**config.mk**
```make
export PLATFORM = sky130hd
export DESIGN_NAME = conv_window_mac
export DESIGN_NICKNAME = d
export VERILOG_FILES = /design/src/rtl/conv_window_mac.sv
export SDC_FILE = /design/constraint.sdc
export NUM_CORES = 2
export LEC_CHECK = 0
export ABC_AREA = 1
export CORE_MARGIN = 10
export CORE_UTILIZATION = 29
export DETAILED_ROUTE_END_ITERATION = 10
export SLEW_MARGIN = 20
export SYNTH_ARGS = -nofsm -noshare
export SYNTH_HDL_FRONTEND = slang
export SYNTH_SLANG_ARGS = --single-unit
```
**constraint.sdc**
```tcl
create_clock -name clk -period 8.1 [get_ports clk]
set_clock_uncertainty 0.1 [all_clocks]
set_input_delay 0.81 -clock clk [delete_from_list [all_inputs] [get_ports clk]]
set_output_delay 0.81 -clock clk [all_outputs]
set_load 0.01 [all_outputs]
```
**src/rtl/conv_window_mac.sv**
```systemverilog
// K*K window dot-product engine: tracks raster position to qualify windows and
// computes the signed multiply-accumulate in a 3-stage, ce-gated pipeline.
module conv_window_mac #(
  parameter  int WIDTH = 8,
  parameter  int N     = 5,
  parameter  int K     = 3,
  parameter  int S     = 1,
  localparam int ACC_W = 2*WIDTH + $clog2(K*K)
) (
  input  logic                   clk,
  input  logic                   rst,
  input  logic                   ce,
  input  logic [K*K*WIDTH-1:0]   window,
  input  logic [K*K*WIDTH-1:0]   weights,
  output logic [ACC_W-1:0]       conv_out,
  output logic                   conv_valid,
  output logic                   frame_done
);

  localparam int TAPS = K*K;
  localparam int PW   = 2*WIDTH;
  localparam int CW   = (N > 1) ? $clog2(N) : 1;
  localparam logic [CW-1:0] LAST = CW'(N-1);

  logic [CW-1:0] col, row;
  logic          win_ok, last_pix;
  int            col_off, row_off;

  logic signed [PW-1:0]    prod [TAPS];
  logic signed [ACC_W-1:0] sum_comb, sum2;
  logic                    v1, l1, v2, l2;

  always_ff @(posedge clk or negedge rst) begin
    if (!rst) begin
      col <= '0;
      row <= '0;
    end else if (ce) begin
      if (col == LAST) begin
        col <= '0;
        row <= (row == LAST) ? '0 : row + 1'b1;
      end else begin
        col <= col + 1'b1;
      end
    end
  end

  // A window is usable only once K-1 full columns and rows have been seen,
  // which also rejects windows that would straddle a row wrap.
  always_comb begin
    col_off  = int'(col) - (K-1);
    row_off  = int'(row) - (K-1);
    win_ok   = (col_off >= 0) && (row_off >= 0) &&
               ((col_off % S) == 0) && ((row_off % S) == 0);
    last_pix = (col == LAST) && (row == LAST);
  end

  always_ff @(posedge clk or negedge rst) begin
    if (!rst) begin
      for (int i = 0; i < TAPS; i++) prod[i] <= '0;
      v1 <= 1'b0;
      l1 <= 1'b0;
    end else if (ce) begin
      for (int i = 0; i < TAPS; i++)
        prod[i] <= PW'($signed(window[i*WIDTH +: WIDTH])) *
                   PW'($signed(weights[i*WIDTH +: WIDTH]));
      v1 <= win_ok;
      l1 <= last_pix;
    end
  end

  always_comb begin
    sum_comb = '0;
    for (int i = 0; i < TAPS; i++) sum_comb = sum_comb + ACC_W'(prod[i]);
  end

  always_ff @(posedge clk or negedge rst) begin
    if (!rst) begin
      sum2 <= '0;
      v2   <= 1'b0;
      l2   <= 1'b0;
    end else if (ce) begin
      sum2 <= sum_comb;
      v2   <= v1;
      l2   <= l1;
    end
  end

  // Flags drop after any stalled edge so a frozen pipe never re-reports a result.
  always_ff @(posedge clk or negedge rst) begin
    if (!rst) begin
      conv_out   <= '0;
      conv_valid <= 1'b0;
      frame_done <= 1'b0;
    end else if (ce) begin
      conv_out   <= sum2;
      conv_valid <= v2;
      frame_done <= l2;
    end else begin
      conv_valid <= 1'b0;
      frame_done <= 1'b0;
    end
  end

endmodule

```
**Word-level counts from Yosys, hierarchy flattened**

Cells that the tools add are included.

- Add/sub/neg operators: 12
- Multiply operators: 9
- Magnitude comparators: 2
- Equality and inequality tests: 2
- Mux-type cells: 4
- Reductions and logical operators: 3

Operators by type and width:

| cell | count |
|---|---|
| $mul A8 B8 Y16 | 9 |
| $add A20 B16 Y20 | 4 |
| $add A19 B16 Y20 | 1 |
| $add A18 B16 Y19 | 1 |
| $add A17 B16 Y18 | 1 |
| $add A16 B16 Y17 | 1 |
| $ge A4 B1 Y1 const B | 2 |
| $sub A3 B2 Y4 const B | 2 |
| $add A3 B1 Y3 const B | 2 |
| $eq A3 B3 Y1 const B | 2 |
| $mux W3 | 2 |
| $logic_and A1 B1 Y1 | 2 |
| $mux W1 | 2 |
| $reduce_and A2 Y1 | 1 |

- Flip-flop bits (word level): 196
- Bits of input ports: 147
- Output and inout bits: 22
- Logic and storage cells: 51

**Depth between registers and ports, before layout**

- Word-level depth: 8
- Gate-level depth with buffers: 23
- Gate-level depth less buffers: 22

**Least setup slack after synthesis**

OpenSTA, ideal clock, no wires.

- Path type: in2reg
- Start: input weights[50]
- End: register prod[46] (netlist bit)
- Setup time: 0.126 ns
- Data arrival time: 4.266 ns
- Data required time: 7.874 ns
- Slack: 3.608 ns
- Stages on the path: 17
- Buffers on the path: 1
- Cells stage by stage: clkbuf_1 > nand2_1 > inv_1 > fa_1 > inv_1 > fa_1 > inv_1 > fa_1 > fa_1 > ha_1 > nand2_1 > nor2_1 > nand3_1 > nand3_1 > nand2_1 > nand3_1 > o21ai_0

- Cells in the longest elaborated chain, start to end: 1

Ends and longest elaborated chain:

| what | line | source |
|---|---|---|
| from (decl) | 14 | `input logic [K*K*WIDTH-1:0] weights,` |
| $mul A8 B8 Y16 | 64 | `prod[i] <= PW'($signed(window[i*WIDTH +: WIDTH])) *` |
| to (signal, indexed assignment) | 64 |  |
| to (decl) | 29 | `logic signed [PW-1:0] prod [TAPS];` |

No other way between the ends.
A chain may end at the register's enable or synchronous reset.

**Worst setup path after layout**

Ends and elaborated chain as after synthesis.

==> impl_metrics.ini <==
[worst_setup_path]
criticalPathCategory = input port to flip-flop
crit_slowest_cell = fa_1
cpMostUsedCell = fa_1
cp_top_family = adder cells
r2r_setup_slack_ns = 3.60
critPathRequiredTime_ns = 8.32
path_max_fanout = 8
worstPathArrival_ns = 5.10
start_kind = input port
slowest_delay_ns = 0.79
critical_path.endpoint_type = flip-flop
crit_buf_inv = 4
path_cells = clkdlybuf4s50_1, nand2_1, inv_1, fa_1, inv_1, fa_1, inv_1, fa_1, fa_1, ha_1, nand2_1, nor2_1, nand3_1, nand3_1, nand2_1, nand3_1, o21ai_0

[cts]
cts-root-buf = clkbuf_16
cts_resized = 0
clock_path_buffers = 2
clock_sinks = 196
h-tree-depth = 4
post_cts_buffers = 0
cts_tree = built
numCtsBuffers = 17
cts_hold_buf = 0
clk_latency_ns = 0.48
clk_pin_slew_worst_paths_ns = 0.09

[timing]
maxSlewViolCount = 0
post-route-period-util_pct = 60.2
hold_violations = 0
min_period_ns = 4.88
worst_slew_pin_slew_ns = 0.943
setup_viol = 0
fmax_mhz = 205
max_slew_margin_pct = 37.1
setup-tns-final_ns = 0
rsz0062_at_grt = no

[placement]
numPortBuffers = 168
dpl.hpwl_um = 74400
place_congestion = 0.915
dpl_cell_area_sq_um = 38300

[route]
drt_wl_total_um = 86100
vias_per_cell = 4.26
antenna_left = 0
first_iter_violations = 1440
routedWlPerCell_um = 13.8
routed-via-count = 26671
drc = 0
firstDrtPassIters = 5

[logic_synthesis]
synth_cell_types = 35
syn_inst = 4615
synth_area_leaders = fa_1 35%, inv_1 15%, dfrtp_1 14%
yosysTopAreaCellShare_pct = 34.7
yosys.cell_count.top_type = inv_1
synthesis.nets = 5657
ys_top_cells_by_count = 1371 x inv_1, 1232 x nand2_1, 610 x fa_1
synth-seq-cells = 196
synth.cell_area_sq_um = 35200
yosysSeqAreaShare_pct = 13.9
synth_ff_type = dfrtp_1
syn_area_per_cell_sq_um = 7.63
synthArstFlopShare_pct = 100
synth_warnings = 0
synth_edf_count = 0
yosysTopAreaCell = fa_1

[hold_path]
holdCritPathClass = input port to async pin

[floorplan]
core-area_sq_um = 120000
dieArea_sq_um = 136000
die_h_um = 369
start_util_pct = 29.3
die_w_um = 369
row_count = 127
ios = 169

[global_routing]
grt_max_degree = 94
antenna_found_initial = 13
grt_pass1_vias = 27935
grt_pass1_wl_um = 146000
gr-total-overflow = 0
grt_util_all_layers_pct = 13.0

[layout]
syn_to_final_growth_pct = 10.4
fin_nets = 5673
fillers = 12841
design_area_sq_um = 38900
drive_above_1_share_pct = 1.85

[flow_run]
cap_violations = 0

[outcome]
status = completed
==> layout make-up <==
| type | count | area (sq um) | area share, % |
|---|---|---|---|
| antenna | 6 | 15.0 | 0.0386 |
| clock buffer | 18 | 429 | 1.10 |
| tap | 1612 | 2020 | 5.19 |
| sequential | 196 | 4900 | 12.6 |
| inverter | 1373 | 5160 | 13.3 |
| timing repair buffer | 174 | 1730 | 4.46 |
| multi-input combinational | 2869 | 24400 | 62.9 |
| clock inverter | 14 | 175 | 0.451 |
==> routing by layer <==
| metal | routed length, um | GRT usage, % | vias up |
|---|---|---|---|
| met5 | 98 | 0 | - |
| met4 | 812 | 1.78 | 16 |
| met3 | 3670 | 2.08 | 61 |
| met2 | 42800 | 22.8 | 421 |
| met1 | 38700 | 17.2 | 12971 |
| li1 | - | - | 13202 |
==> cell usage in the layout (no fill, tap or decap), types with 10 or more instances in the layout <==
master and instances:
a21oi_1 92, a31oi_1 14, clkbuf_16 17, clkdlybuf4s50_1 166
dfrtp_1 196, fa_1 610, ha_1 285, inv_1 1371
nand2_1 1232, nand3_1 147, nand3b_1 10, nand4_1 17
nor2_1 155, o21ai_0 125, o21ai_1 15, o21bai_1 11
or2_2 34, xnor2_1 59, xor2_1 19
==> worst paths after layout <==
path | cells past startpoint | end | from
max | 17 | prod[46] | weights[50]
min | 1 | frame_done | rst
max reg2reg | 18 | sum2[19] | prod[111]
min reg2reg | 2 | conv_out[10] | sum2[10]
max in group asynchronous | 2 | prod[45] | rst
min in group clk | 2 | conv_out[10] | sum2[10]
==> sequential cells by signal, summed over array words and instances (netlist names) <==
| name | flops |
|---|---|
| v1 | 1 |
| conv_valid | 1 |
| row | 3 |
| sum2 | 20 |
| frame_done | 1 |
| conv_out | 20 |
| v2 | 1 |
| l2 | 1 |
| prod | 144 |
| l1 | 1 |
| col | 3 |
==> stage by stage <==
stage	utilization, %	std cells	hold slack (ns)	worst slack (ns)
3_3_place_gp	31.8	6224	0.359	2.72
4_1_cts	32.3	6256	0.238	3.21
6_report	32.3	6262	0.224	3.22
3_5_place_dp	31.8	6224	0.364	2.72
5_1_grt	32.3	6258	0.252	2.89
2_1_floorplan	-	4615	0.336	3.61
==> cells by family (layout without fill, tap and decap cells) <==
family / count (synthesis) / after routing / share of synthesized area [%]
adders and majority gates: 895 / 895 / 44.8
xor gates and xnor gates: 78 / 78 / 1.94
DFF: 196 / 196 / 13.9
other: 0 / 6 / 0
AOI/OAI and AO/OA: 282 / 282 / 4.32
buffers and inverters: 1550 / 1579 / 16.7
and+or+nand+nor: 1614 / 1614 / 18.3
Power is left out: the tool's default activity adds up to more than one toggle a clock period on the data nets, which glitch-free logic cannot reach.
